<file path="config.mk">
export PLATFORM = sky130hd
export DESIGN_NAME = lap_timer
export DESIGN_NICKNAME = d
export VERILOG_FILES = /design/src/rtl/lap_timer_pkg.sv /design/src/rtl/bcd_time_counter.sv /design/src/rtl/seg_decoder.sv /design/src/rtl/lap_timer.sv
export SDC_FILE = /design/constraint.sdc
export NUM_CORES = 1
export LEC_CHECK = 0
export CORE_MARGIN = 2
export CORE_UTILIZATION = 40
export CTS_BUF_LIST = sky130_fd_sc_hd__clkbuf_2 sky130_fd_sc_hd__clkbuf_4 sky130_fd_sc_hd__clkbuf_8
export CTS_CLUSTER_DIAMETER = 80
export DETAILED_ROUTE_END_ITERATION = 8
export PLACE_DENSITY = 0.67
export SLEW_MARGIN = 25
export SYNTH_ARGS = -nofsm -noshare
export SYNTH_HDL_FRONTEND = slang
export SYNTH_SLANG_ARGS = --single-unit
</file>
<file path="constraint.sdc">
create_clock -name clock -period 11.3 [get_ports clock]
set_input_delay 2.825 -clock clock [delete_from_list [all_inputs] [get_ports clock]]
set_output_delay 2.825 -clock clock [all_outputs]
set_load 0.02 [all_outputs]
</file>
<file path="src/rtl/lap_timer_pkg.sv">
// lap_timer_pkg: shared BCD time types, digit limits and preset validation
package lap_timer_pkg;
  typedef logic [3:0] bcd_t;
  typedef bcd_t [5:0] time_t;
  localparam bcd_t DIGIT_TEST = 4'h8;
  localparam bcd_t SEC_TENS_MAX = 4'd5;
  localparam bcd_t MIN_TENS_MAX = 4'd5;
  localparam bcd_t UNIT_MAX = 4'd9;
  function automatic logic preset_ok(input time_t p, input int hr_max);
    preset_ok = p[0] <= UNIT_MAX && p[1] <= SEC_TENS_MAX && p[2] <= UNIT_MAX &&
                p[3] <= MIN_TENS_MAX && p[4] <= UNIT_MAX && p[5] <= UNIT_MAX &&
                (int'(p[5]) * 10 + int'(p[4])) <= hr_max;
  endfunction
endpackage

</file>
<file path="src/rtl/bcd_time_counter.sv">
// bcd_time_counter: HH:MM:SS BCD up/down counter with carry/borrow chain, hour wrap and zero detect
module bcd_time_counter
  import lap_timer_pkg::*;
#(
  parameter int HR_MAX = 99
) (
  input  logic  clock,
  input  logic  reset,
  input  logic  clear,
  input  logic  load,
  input  logic  step,
  input  logic  down,
  input  time_t preset,
  output time_t count,
  output logic  zero
);
  localparam time_t DIG_MAX = 24'h995959;
  localparam bcd_t H1_MAX = bcd_t'(HR_MAX / 10);
  localparam bcd_t H0_MAX = bcd_t'(HR_MAX % 10);
  logic [4:0] at_lim;
  logic [5:0] c;
  logic hr_wrap;
  time_t raw;
  // c[i]: every lower digit rolls over, so digit i moves this step
  always_comb begin
    for (int i = 0; i < 5; i++) at_lim[i] = down ? count[i] == 4'd0 : count[i] == DIG_MAX[i];
    c[0] = 1'b1;
    for (int i = 1; i < 6; i++) c[i] = c[i-1] & at_lim[i-1];
    for (int i = 0; i < 5; i++)
      raw[i] = !c[i] ? count[i] : at_lim[i] ? (down ? DIG_MAX[i] : 4'd0) :
               down ? count[i] - 4'd1 : count[i] + 4'd1;
    raw[5] = !c[5] ? count[5] : down ? count[5] - 4'd1 : count[5] + 4'd1;
    hr_wrap = !down && c[4] && count[5] == H1_MAX && count[4] == H0_MAX;
  end
  always_ff @(posedge clock)
    if (!reset || clear) count <= '0;
    else if (load) count <= preset;
    else if (step) count <= hr_wrap ? '0 : raw;
  assign zero = count == '0;
endmodule

</file>
<file path="src/rtl/seg_decoder.sv">
// seg_decoder: BCD digit to active-high gfedcba 7-segment pattern, blank for non-decimal codes
module seg_decoder (
  input  logic [3:0] bcd,
  output logic [6:0] seg
);
  always_comb
    case (bcd)
      4'd0: seg = 7'h3f;
      4'd1: seg = 7'h06;
      4'd2: seg = 7'h5b;
      4'd3: seg = 7'h4f;
      4'd4: seg = 7'h66;
      4'd5: seg = 7'h6d;
      4'd6: seg = 7'h7d;
      4'd7: seg = 7'h07;
      4'd8: seg = 7'h7f;
      4'd9: seg = 7'h6f;
      default: seg = 7'h00;
    endcase
endmodule

</file>
<file path="src/rtl/lap_timer.sv">
// lap_timer: HH:MM:SS stopwatch/countdown with preset load, lap freeze and 7-segment display
module lap_timer
  import lap_timer_pkg::*;
#(
  parameter int TICKS_PER_SEC = 50000000,
  parameter int HR_MAX = 99
) (
  input  logic        clock,
  input  logic        reset,
  input  logic        finish,
  input  logic        run,
  input  logic        mode,
  input  logic        load,
  input  logic [23:0] preset_bcd,
  input  logic        lap,
  output logic [6:0]  hr1,
  output logic [6:0]  hr0,
  output logic [6:0]  min1,
  output logic [6:0]  min0,
  output logic [6:0]  sec1,
  output logic [6:0]  sec0,
  output logic [23:0] time_bcd,
  output logic        done,
  output logic        load_err
);
  localparam int PW = $clog2(TICKS_PER_SEC);
  localparam logic [PW-1:0] PRE_LAST = PW'(TICKS_PER_SEC - 1);
  logic [PW-1:0] pre;
  logic en, tick, valid, load_ok, step, zero, frozen;
  time_t count, lap_val, disp;
  logic [6:0] segs [6];
  assign en = run && !(mode && done);
  assign tick = en && pre == PRE_LAST;
  assign valid = preset_ok(preset_bcd, HR_MAX);
  assign load_ok = load && !finish && valid;
  assign step = tick && !finish && !load_ok && !(mode && zero);
  bcd_time_counter #(.HR_MAX(HR_MAX)) u_cnt (
    .clock, .reset, .clear(finish), .load(load_ok), .step, .down(mode),
    .preset(preset_bcd), .count, .zero
  );
  always_ff @(posedge clock)
    if (!reset || finish || load_ok || tick) pre <= '0;
    else if (en) pre <= pre + 1'b1;
  // a down tick from 00:00:01 lands on zero; from 00:00:00 it only flags
  always_ff @(posedge clock)
    if (!reset || finish || load_ok || !mode) done <= 1'b0;
    else if (tick && (zero || count == time_t'(24'h000001))) done <= 1'b1;
  always_ff @(posedge clock)
    load_err <= reset && !finish && load && !valid;
  always_ff @(posedge clock)
    if (!reset) begin
      frozen <= 1'b0;
      lap_val <= '0;
    end else if (finish || load_ok) frozen <= 1'b0;
    else if (lap) begin
      frozen <= !frozen;
      if (!frozen) lap_val <= count;
    end
  always_ff @(posedge clock)
    if (!reset) disp <= '0;
    else if (finish) disp <= {6{DIGIT_TEST}};
    else disp <= frozen ? lap_val : count;
  assign time_bcd = disp;
  for (genvar d = 0; d < 6; d++) begin : g_seg
    seg_decoder u_dec (.bcd(disp[d]), .seg(segs[d]));
  end
  assign {hr1, hr0, min1, min0, sec1, sec0} = {segs[5], segs[4], segs[3], segs[2], segs[1], segs[0]};
endmodule

</file>
== Word-level counts from Yosys, hierarchy flattened ==
Memory sizes are Yosys's and may differ from the RTL's.
Cells that the tools add are included.
Word-level totals
  memories: 6
  output and inout bits: 68
  ROM bits: 672
  bits in registers: 101
  word-level logic and storage cells: 154
  input bits: 31
Memories
  (name not given): words 16, width 7, rd ports 1, clocked after Yosys merged registers in 0, wr ports 0, line seg_decoder.sv:7  | case (bcd)
  (name not given): words 16, width 7, rd ports 1, clocked after Yosys merged registers in 0, wr ports 0, line seg_decoder.sv:7
  (name not given): words 16, width 7, rd ports 1, clocked after Yosys merged registers in 0, wr ports 0, line seg_decoder.sv:7
  (name not given): words 16, width 7, rd ports 1, clocked after Yosys merged registers in 0, wr ports 0, line seg_decoder.sv:7
  (name not given): words 16, width 7, rd ports 1, clocked after Yosys merged registers in 0, wr ports 0, line seg_decoder.sv:7
  (name not given): words 16, width 7, rd ports 1, clocked after Yosys merged registers in 0, wr ports 0, line seg_decoder.sv:7
Operators by class
  add/subtract/negate cells: 14
  magnitude comparators: 7
  reduce and logical (&&, ||, !) cells: 56
  multiplexer cells: 28
  equal/unequal tests: 8
  multipliers: 1
  bitwise logic cells: 6
Operator list (count)
  24-bit two-way mux: 5
  4-bit two-way mux: 17
  26-bit by 1-bit adder with 26-bit output (second input constant): 1
  26-bit == test (second input constant): 1
  4-bit by 1-bit adder with 4-bit output (second input constant): 6
  24-bit by 1-bit == test with 1-bit output (second input constant): 1
  24-bit zero test: 1
  4-bit by 1-bit subtractor with 4-bit output (second input constant): 6
  1-bit logical AND: 22
  4-bit zero test: 5
  4-bit == test (second input constant): 4
  4-bit less-or-equal comparator (second input constant): 4
  3-bit nonzero test: 5
  2-bit AND reduction: 6
  8-bit by 4-bit adder with 9-bit output: 1
  9-bit by 7-bit less-or-equal comparator with 1-bit output (second input constant): 1
  4-bit by 3-bit == test with 1-bit output (second input constant): 2
  4-bit by 3-bit less-or-equal comparator with 1-bit output (second input constant): 2
  1-bit zero test: 8
  4-bit by 3-bit multiplier with 7-bit output (second input constant): 1
  1-bit logical OR: 6
  1-bit two-way mux: 5
  1-bit AND: 4
  2-bit OR reduction: 2
  other kinds (3): 4

== Logic depth before layout (Yosys ltp) ==
Gate-level depths: netlist of run 1.
  depth after elaboration: 13
  mapped depth: 13
  gate-level depth less buffers: 11

== By module ==
A second synthesis of run 1 with hierarchy kept.
Unflattened totals
  cells, all modules: 801
  area, all modules: 7014.2 um^2
Modules (own cells, without submodules)
  lap_timer: instances 1, area an instance 3706.1 um^2, seq. area each 1541.5 um^2, cells each 391
  bcd_time_counter: instances 1, area an instance 2062.0 um^2, seq. area each 480.5 um^2, cells each 250
  seg_decoder at g_seg[0].u_dec ...: instances 4, area an instance 201.4 um^2, seq. area each 0.0 um^2, cells each 26
  seg_decoder at g_seg[1].u_dec ...: instances 2, area an instance 220.2 um^2, seq. area each 0.0 um^2, cells each 28

== Worst setup path before layout of run 1 ==
Ideal clock, no wire load.
  kind: input -> register
  start: in preset_bcd[21]
  end: reg pre[10]
  setup time: 0.117 ns
  path buffers: 2
  data required time: 11.183 ns
  slack: 5.481 ns
  stages on the path: 13
  data arrival time: 5.702 ns
  cells stage by stage: ha_1 > ha_1 > inv_1 > fa_1 > nor2b_1 > o211ai_1 > or4_1 > a311oi_1 > nand2_1 > buf_6 > nand3_2 > buf_2 > nor2_1
Between the ends
  word-level cells in the longest chain between the ends: 7
  elaborated cells between the ends (all ways): 9
  those cells by class: add/sub (1); mul (1); order compare (2); reduce/logical (5)
RTL lines
  start, declared: line lap_timer.sv:14  | input logic [23:0] preset_bcd,
  4-bit by 3-bit multiplier with 7-bit output: line lap_timer_pkg.sv:12  | (int'(p[5]) * 10 + int'(p[4])) <= hr_max;
  8-bit by 4-bit adder with 9-bit output: line lap_timer_pkg.sv:12
  9-bit by 7-bit less-or-equal comparator with 1-bit output (not written as such): line lap_timer_pkg.sv:12
  1-bit logical AND *: line lap_timer_pkg.sv:11  | p[3] <= MIN_TENS_MAX && p[4] <= UNIT_MAX && p[5] <= UNIT_MAX &&
  1-bit logical AND *: line lap_timer.sv:35  | assign load_ok = load && !finish && valid;
  1-bit logical OR * (2 in a row): line lap_timer.sv:42  | if (!reset || finish || load_ok || tick) pre <= '0;
  end signal, assigned: line lap_timer.sv:43  | else if (en) pre <= pre + 1'b1;
  end, declared: line lap_timer.sv:28  | logic [PW-1:0] pre;
Mark *: on every way between the ends. The rest lies on a longest branch, timed or not.
A chain may end at the register's enable or synchronous reset.

== Worst setup path after layout of run 1 ==
  start: in preset_bcd[23]
  end: reg pre[1]
Same word-level chain as after synthesis.

==> results.ini, run 1 <==
[floorplan]
initial_core_util = 0.404
row_count = 47
ios = 99
die_x_um = 133
core_area_mm2 = 0.0164
die_y_um = 133
die_area_mm2 = 0.0176

[clock_network]
clock-root-buffer = clkbuf_8
ctsResizeCount = 0
postCtsSetupRepairBufs = 0
numCtsBuffers = 9
clk_latency_ns = 0.38
cts_tree = done
path_clk_slew_ns = 0.10
clock-sinks = 101
cts_max_level = 3
clk_path_buf_depth = 2
cts_hold_buf = 0

[timing]
worstMarginPinSlew_ns = 0.944
fmax_mhz = 154
hold_viol = 0
holdWs_ns = 0.502
fin_setup_tns_ns = 0
drv_slew = 0
grt_setup_unrepaired = false
slew_headroom = 0.368
min_period_ns = 6.50
clock_skew_ns = 0.0169
setup_viol = 0
post-route-period-util = 0.575

[pwr]
clkPwrFrac = 0.345
cellPowerDensity_mw_per_mm2 = 88.8
max-vdd-ir-drop_mv = 0.0480
p_seq_frac = 0.512
p_int_mw = 0.515
power_mw = 0.705
swShare = 0.269
p_comb_frac = 0.142
p_switching_mw = 0.190
leakagePower_nw = 2.97

[global_route]
grt_pass1_wl_um = 24800
grt_overflow = 0
grt_pass1_vias = 5079
antenna_found_initial = 0
grt_max_degree = 49
grt_usage = 0.169

[detailed_routing]
drt_wl_total_um = 14700
route.detailed.drc = 0
vias = 5469
drtIter0Drc = 393
ant_nets = 0
wl_per_cell_um = 13.7
drtPass1Iterations = 4
via_per_inst = 5.13

[final_layout]
drive_gt1_frac = 0.0496
fillerInstances = 1581
final_nets = 937
synthToLayoutAreaGrowth_pct = 20.0
fin_cells = 1067
antenna_cells = 0
finish.instance_area_mm2 = 0.00794

[worst_setup_path]
worstSetupPathType = in -> reg
worst-path-max-fanout = 48
end_kind = flop
cp.arrival_ns = 6.75
rr_worst_depth = 7
ff2ff_setup_slack_ns = 8.53
rr_endpoint = u_cnt.count[20]
crit_end = pre[1]
critPathLaunch = preset_bcd[23]
worstPathRequired_ns = 11.54
r2r-start = done
cp-start-kind = input port

[synthesis]
synth_warnings = 0
synth_top_area_frac = 0.305
yosys.area.top_type = dfxtp_1
yosysSeqAreaShare = 0.305
synthArstFlopShare = 0
synth_edf_count = 0
synth_common_cells = dfxtp_1, nor2_1, mux2i_1
ys_types = 64
avgSynthCellArea_um2 = 8.67
synth.ff_latch_count = 101
synth_area_leaders = dfxtp_1, ha_1, mux2i_1
syn_inst = 764
synthFlopType = dfxtp_1
yosysMostFrequentCell = dfxtp_1
syn_area_mm2 = 0.00662
synth_fp_nets = 859

[status]
status = complete, no violations

[run]
max-cap-violations = 0

[worst_hold_path]
hold_path.class = reg -> reg

[placed_design]
dp_hpwl_um = 10800
io_buffers = 98
place_area_mm2 = 0.00773
gp_congestion = 0.823
dp_cells = 1051

-- final cells by class --
type	count	area, um^2	share of cell area
clock buffers	10	138	0.0173
clock inverters	6	70.1	0.00882
repair buffers	103	1020	0.128
inverters	50	188	0.0236
well taps	220	275	0.0347
flip-flops and latches	101	2020	0.255
multi-input cells	577	4230	0.533
-- per-layer routing --
| layer | vias up | global-route usage | routed length (um) |
|---|---|---|---|
| met5 | - | 0 | 0 |
| met4 | 0 | 0.0585 | 184 |
| met3 | 15 | 0.0245 | 629 |
| met2 | 112 | 0.267 | 6390 |
| met1 | 2544 | 0.237 | 7450 |
| li1 | 2798 | - | - |
-- power by group through the flow --
| stage | combinational (mW) | sequential [mW] | clock (mW) |
|---|---|---|---|
| after floorplan | 0.0627 | 0.369 | 0 |
| after global placement | 0.100 | 0.370 | 0 |
| after detailed placement | 0.101 | 0.370 | 0 |
| after CTS | 0.101 | 0.361 | 0.248 |
| after global routing | 0.110 | 0.362 | 0.260 |
| final | 0.100 | 0.361 | 0.243 |
-- layout by cell type, fill, tap and decap left out, types with 3 or more instances in the layout --
cell and instances:
o21ai_0 54, nand3_1 9, buf_4 5, dfxtp_1 101
o22ai_1 26, or3_1 3, fa_1 8, nor4_1 7
ha_1 56, or3b_2 3, a21oi_1 36, nor2b_1 39
inv_1 50, xor2_1 22, o21a_1 6, a31oi_1 8
mux2i_1 61, nand3b_1 3, clkdlybuf4s50_1 98, a21boi_0 8
clkinvlp_4 3, xnor2_1 27, a21o_1 12, nand2_1 38
and3_1 7, o211a_1 3, clkbuf_8 10, nand2b_1 16
nor2_1 68, nand4_1 11, nor3_1 5
-- worst max-delay path, cell delays in order --
cell and delay, ns:
clkdlybuf4s50_1 0.61, ha_1 0.28, ha_1 0.21, inv_1 0.07
fa_1 0.49, nor2b_1 0.23, o211ai_1 0.14, or4_1 0.53
a311oi_1 0.41, nand2_1 0.09, buf_4 0.29, nand3_2 0.44
nor2_1 0.10
-- kinds of logic after synthesis --
kind of cell | synth area share
fa+ha+maj | 0.130
xor+xnor | 0.0648
buf+inv | 0.0556
mux | 0.0922
simple gates | 0.192
compound gates | 0.160
flops | 0.305
-- how the worst min path moves through the flow --
stage / from / cells after the start / endpoint
finish: lap_val[12] / 2 / time_bcd[12]
floorplan: lap_val[0] / 2 / time_bcd[0]
global placement: lap_val[21] / 2 / time_bcd[21]
global route: lap_val[12] / 2 / time_bcd[12]
detailed placement: lap_val[13] / 2 / time_bcd[13]
CTS: lap_val[13] / 2 / time_bcd[13]
-- registers in the layout (all words and copies together) (netlist names) --
| signal | cells |
|---|---|
| done | 1 |
| pre | 26 |
| lap_val | 24 |
| u_cnt.count | 24 |
| time_bcd | 24 |
| load_err | 1 |
| frozen | 1 |
-- per-stage QoR --
stage	setup slack, ns	util
final	4.80	0.484
after CTS	4.81	0.484
after detailed placement	4.41	0.471
after floorplan	5.48	-
after global routing	4.46	0.484
after global placement	4.50	0.471
(Power assumes the default switching activity.)
==> run 2, diff against run 1 <==
Clock period 11.3 ns to 6.1 ns, I/O delays scaled along.
==> run 2 against run 1 <==
Net effect: total power grew 78%; via count is 0.31% lower; critical endpoint is now pre[10]; clock-buffer cell count is 1 higher; highest routed layer unchanged; first-iteration DRC count down 11%; combinational power up 87%; non-clock buffer count increased by 3; clock power increased by 63%.
==> results.ini, run 2 (synthesis results as in run 1) <==
[worst_setup_path]
rr_worst_depth = 7
ff2ff_setup_slack_ns = 3.34
cp-start-kind = input port
cpPeakStageDelay_ns = 0.62
rr_endpoint = u_cnt.count[20]
worstSetupPathType = in -> reg
cp.arrival_ns = 5.50
r2r-start = done
worst-path-max-fanout = 48
critPathLaunch = preset_bcd[23]
crit_slowest_cell = clkdlybuf4s50_1
crit_top_cell = ha_1
end_kind = flop
worstPathCellList = clkdlybuf4s50_1 -> ha_1 -> ha_1 -> inv_1 -> fa_1 -> nor2b_1 -> o211ai_1 -> or4_1 -> a311oi_1 -> nand2_1 -> buf_4 -> nand3_2 -> nor2_1
worstPathRequired_ns = 6.34

[pwr]
max-vdd-ir-drop_mv = 0.0834
power_mw = 1.25
cellPowerDensity_mw_per_mm2 = 158
leakagePower_nw = 2.98

[floorplan]
initial_core_util = 0.404
ios = 99
core_area_mm2 = 0.0164
die_area_mm2 = 0.0176
row_count = 47
die_y_um = 133
die_x_um = 133

[detailed_routing]
drtPass1Iterations = 4
drtIter0Drc = 350
vias = 5452
wl_per_cell_um = 13.5
route.detailed.drc = 0
drt_wl_total_um = 14500
via_per_inst = 5.10
ant_nets = 0

[global_route]
grt_usage = 0.169
antenna_found_initial = 0
grt_overflow = 0
grt_pass1_wl_um = 24600
grt_pass1_vias = 5003
grt_max_degree = 49

[timing]
clock_skew_ns = 0.0106
worstMarginPinSlew_ns = 1.08
layout_setup_ws_ns = 0.846
post-route-period-util = 0.861
slew_headroom = 0.280
hold_viol = 0
grt_setup_unrepaired = false
drv_slew = 0
setup_viol = 0
min_period_ns = 5.25
fmax_mhz = 190
fin_setup_tns_ns = 0

[worst_hold_path]
whs_endpoint = time_bcd[17]
min_path_cells = 2
holdCritStartpoint = lap_val[17]
hold_path.class = reg -> reg

[final_layout]
largest_register = pre
mostFrequentLayoutCell = dfxtp_1
synthToLayoutAreaGrowth_pct = 19.8
final_nets = 940
largest_reg_flops = 26
antenna_cells = 0
drive_gt1_frac = 0.0529
final_cell_mix = dfxtp_1, clkdlybuf4s50_1, nor2_1

[clock_network]
clk_path_buf_depth = 2
numCtsBuffers = 9
clk_latency_ns = 0.38
clock-sinks = 101
ctsResizeCount = 0
clock-root-buffer = clkbuf_8
cts_max_level = 3
cts_hold_buf = 0
postCtsSetupRepairBufs = 0
cts_tree = done
path_clk_slew_ns = 0.09

[placed_design]
dp_hpwl_um = 10900
gp_congestion = 0.849
pre_cts_ws_ns = 0.423
io_buffers = 98

[status]
status = complete, no violations

[run]
max-cap-violations = 0

==> run 2: changes by cell type in the layout (fill, tap and decap cells not counted) <==
cell and delta:
clkbuf_8 -1, clkinvlp_4 -1, clkinv_2 +1, buf_4 +3, inv_6 -2, clkinv_4 +2, clkbuf_4 +2, bufinv_16 -1
==> run 2: cell type report <==
class                      instances  area, um^2
fill                            1552        8470
multi-input combinational        577        4230
sequential                       101        2020
timing repair buffer             106        1040
tap                              220         275
inverter                          50         188
clock buffer                      11         139
clock inverter                     5        37.5
==> run 2: per-layer routing <==
metal / global-route usage / vias up / share of wire / routed length [um]
li1: - / 2815 / - / -
met1: 0.240 / 2469 / 0.50 / 7200
met2: 0.268 / 149 / 0.44 / 6390
met3: 0.0314 / 19 / 0.049 / 706
met4: 0.0358 / 0 / 0.012 / 171
met5: 0 / - / 0 / 0
==> run 2: where the power goes <==
part | switching, mW | internal (mW)
registers | 0.00681 | 0.662
clock network | 0.237 | 0.158
logic | 0.0985 | 0.0888
total | 0.343 | 0.910
==> run 2: worst max-delay path, delay by kind of cell <==
kind	cells	cell delay (ns)
buf+inv	3	0.99
fa+ha+maj	3	0.99
compound gates	2	0.57
simple gates	5	1.43
==> run 2: how the worst max path moves through the flow <==
| stage | end | depth (start not counted) |
|---|---|---|
| CTS | pre[17] | 13 |
| detailed placement | pre[17] | 13 |
| finish | pre[10] | 13 |
| global placement | pre[6] | 13 |
| global route | pre[25] | 13 |
| floorplan | pre[10] | 13 |
==> run 2: per-stage QoR <==
step / area, um^2 / cells / hold WS (ns) / util
global placement: 7760 / 1054 / 0.478 / 0.473
finish: 7930 / 1070 / 0.503 / 0.484
CTS: 7930 / 1070 / 0.505 / 0.484
global route: 7930 / 1070 / 0.524 / 0.484
floorplan: 6620 / 764 / 0.463 / -
detailed placement: 7760 / 1054 / 0.482 / 0.473
==> run 3, diff against run 2 <==
Settings changed: PLACE_DENSITY 0.67 to default.
==> run 3 against run 2 <==
Net effect: combinational power barely moved; worst setup slack improved by 0.0047 ns; utilization rose by 0.20 points; maximum frequency barely moved; global-route usage rose by 0.52 points; critical path depth did not move; clock power rose by 17%; routed wire length rose by 6.2%; highest routed layer unchanged.
==> results.ini, run 3 (synthesis results as in run 1) <==
[clock_network]
clock-sinks = 101
cts_tree = done
path_clk_slew_ns = 0.10
ctsResizeCount = 0
cts_max_level = 3
clk_latency_ns = 0.38
postCtsSetupRepairBufs = 0
numCtsBuffers = 9
cts_hold_buf = 0
clock-root-buffer = clkbuf_8
clk_path_buf_depth = 2

[global_route]
grt_overflow = 0
grt_max_degree = 33
antenna_found_initial = 0
grt_usage = 0.174
grt_pass1_vias = 5174
grt_pass1_wl_um = 25500

[timing]
worstMarginPinSlew_ns = 0.829
setup_viol = 0
drv_slew = 0
post-route-period-util = 0.861
layout_setup_ws_ns = 0.851
clock_skew_ns = 0.0108
fin_setup_tns_ns = 0
min_period_ns = 5.25
fmax_mhz = 190
slew_headroom = 0.446
hold_viol = 0
grt_setup_unrepaired = false
holdWs_ns = 0.504

[final_layout]
final_util = 0.486
antenna_cells = 0
drive_gt1_frac = 0.0518
largest_reg_flops = 26
largest_register = pre
final_nets = 939
synthToLayoutAreaGrowth_pct = 20.3
mostFrequentLayoutCell = dfxtp_1
final_cell_mix = dfxtp_1, clkdlybuf4s50_1, nor2_1

[worst_hold_path]
min_path_cells = 2
whs_endpoint = time_bcd[17]
holdCritStartpoint = lap_val[17]
hold_path.class = reg -> reg

[floorplan]
row_count = 47
core_area_mm2 = 0.0164
initial_core_util = 0.404
ios = 99
die_area_mm2 = 0.0176
die_y_um = 133
die_x_um = 133

[detailed_routing]
drtIter0Drc = 252
ant_nets = 0
route.detailed.drc = 0
drt_wl_total_um = 15400
wl_per_cell_um = 14.4
vias = 5513
drtPass1Iterations = 5
via_per_inst = 5.16

[worst_setup_path]
worst-path-max-fanout = 30
rr_endpoint = u_cnt.count[20]
crit_top_cell = ha_1
worstPathRequired_ns = 6.36
ff2ff_setup_slack_ns = 3.31
rr_worst_depth = 7
worstPathCellList = clkdlybuf4s50_1 -> ha_1 -> ha_1 -> inv_1 -> fa_1 -> nor2b_1 -> o211ai_1 -> or4_1 -> a311oi_1 -> nand2_1 -> buf_4 -> nand3_2 -> nor2_1
r2r-start = pre[7]
cpPeakStageDelay_ns = 0.61
cp.arrival_ns = 5.51
end_kind = flop
cp-start-kind = input port
worstSetupPathType = in -> reg
crit_slowest_cell = clkdlybuf4s50_1

[status]
status = complete, no violations

[pwr]
leakagePower_nw = 2.99
cellPowerDensity_mw_per_mm2 = 166
max-vdd-ir-drop_mv = 0.113

[placed_design]
io_buffers = 98
dp_hpwl_um = 11700
gp_congestion = 0.852
pre_cts_ws_ns = 0.478

[run]
max-cap-violations = 0

-- run 3: cell count changes in the layout (fill, tap and decap cells not counted), sizes merged --
cell | before | now
buf | 8 | 7
clkinvlp | 2 | 0
bufinv | 0 | 1
inv | 50 | 53
clkinv | 3 | 1
-- run 3: power breakdown --
group / switching [mW] / leakage (nW) / internal (mW)
clock: 0.245 / 0.111 / 0.217
sequential: 0.00704 / 0.815 / 0.663
combinational: 0.100 / 2.07 / 0.0880
-- run 3: worst max-delay path, delay by kind of cell --
family	cells	cell delay [ns]
buffers and inverters	3	0.94
AO/OA/AOI/OAI	2	0.59
adder cells (fa/ha/maj)	3	0.99
AND/OR/NAND/NOR	5	1.46
-- run 3: how the worst max path moves through the flow --
stage,slack [ns],end,depth (start not counted),start
global route,0.60,pre[18],13,preset_bcd[23]
global placement,0.61,pre[8],13,preset_bcd[23]
CTS,0.91,pre[19],13,preset_bcd[23]
detailed placement,0.48,pre[19],13,preset_bcd[23]
finish,0.85,pre[18],13,preset_bcd[23]
floorplan,1.58,pre[10],13,preset_bcd[21]
-- run 3: cell type report --
cell class | instances | area (um^2)
repair buffers | 105 | 1030
well taps | 220 | 275
clock buffers | 11 | 151
multi-input cells | 577 | 4230
inverters | 50 | 188
clock inverters | 5 | 65.1
flip-flops and latches | 101 | 2020
fillers | 1534 | 8440
-- run 3: metrics by stage --
stage / cells / area (um^2) / total power [mW]
detailed placement: 1053 / 7750 / 0.874
global placement: 1053 / 7750 / 0.872
global route: 1069 / 7970 / 1.37
floorplan: 764 / 6620 / 0.799
finish: 1069 / 7970 / 1.32
CTS: 1069 / 7970 / 1.34
-- run 3: metal layers --
layer  part of all wire  global-route usage  up-vias
li1                   -                   -     2812
met1               0.50               0.243     2569
met2               0.45               0.278      128
met4             0.0048              0.0502        0
met3              0.045              0.0276        4
met5                  0                   0        -
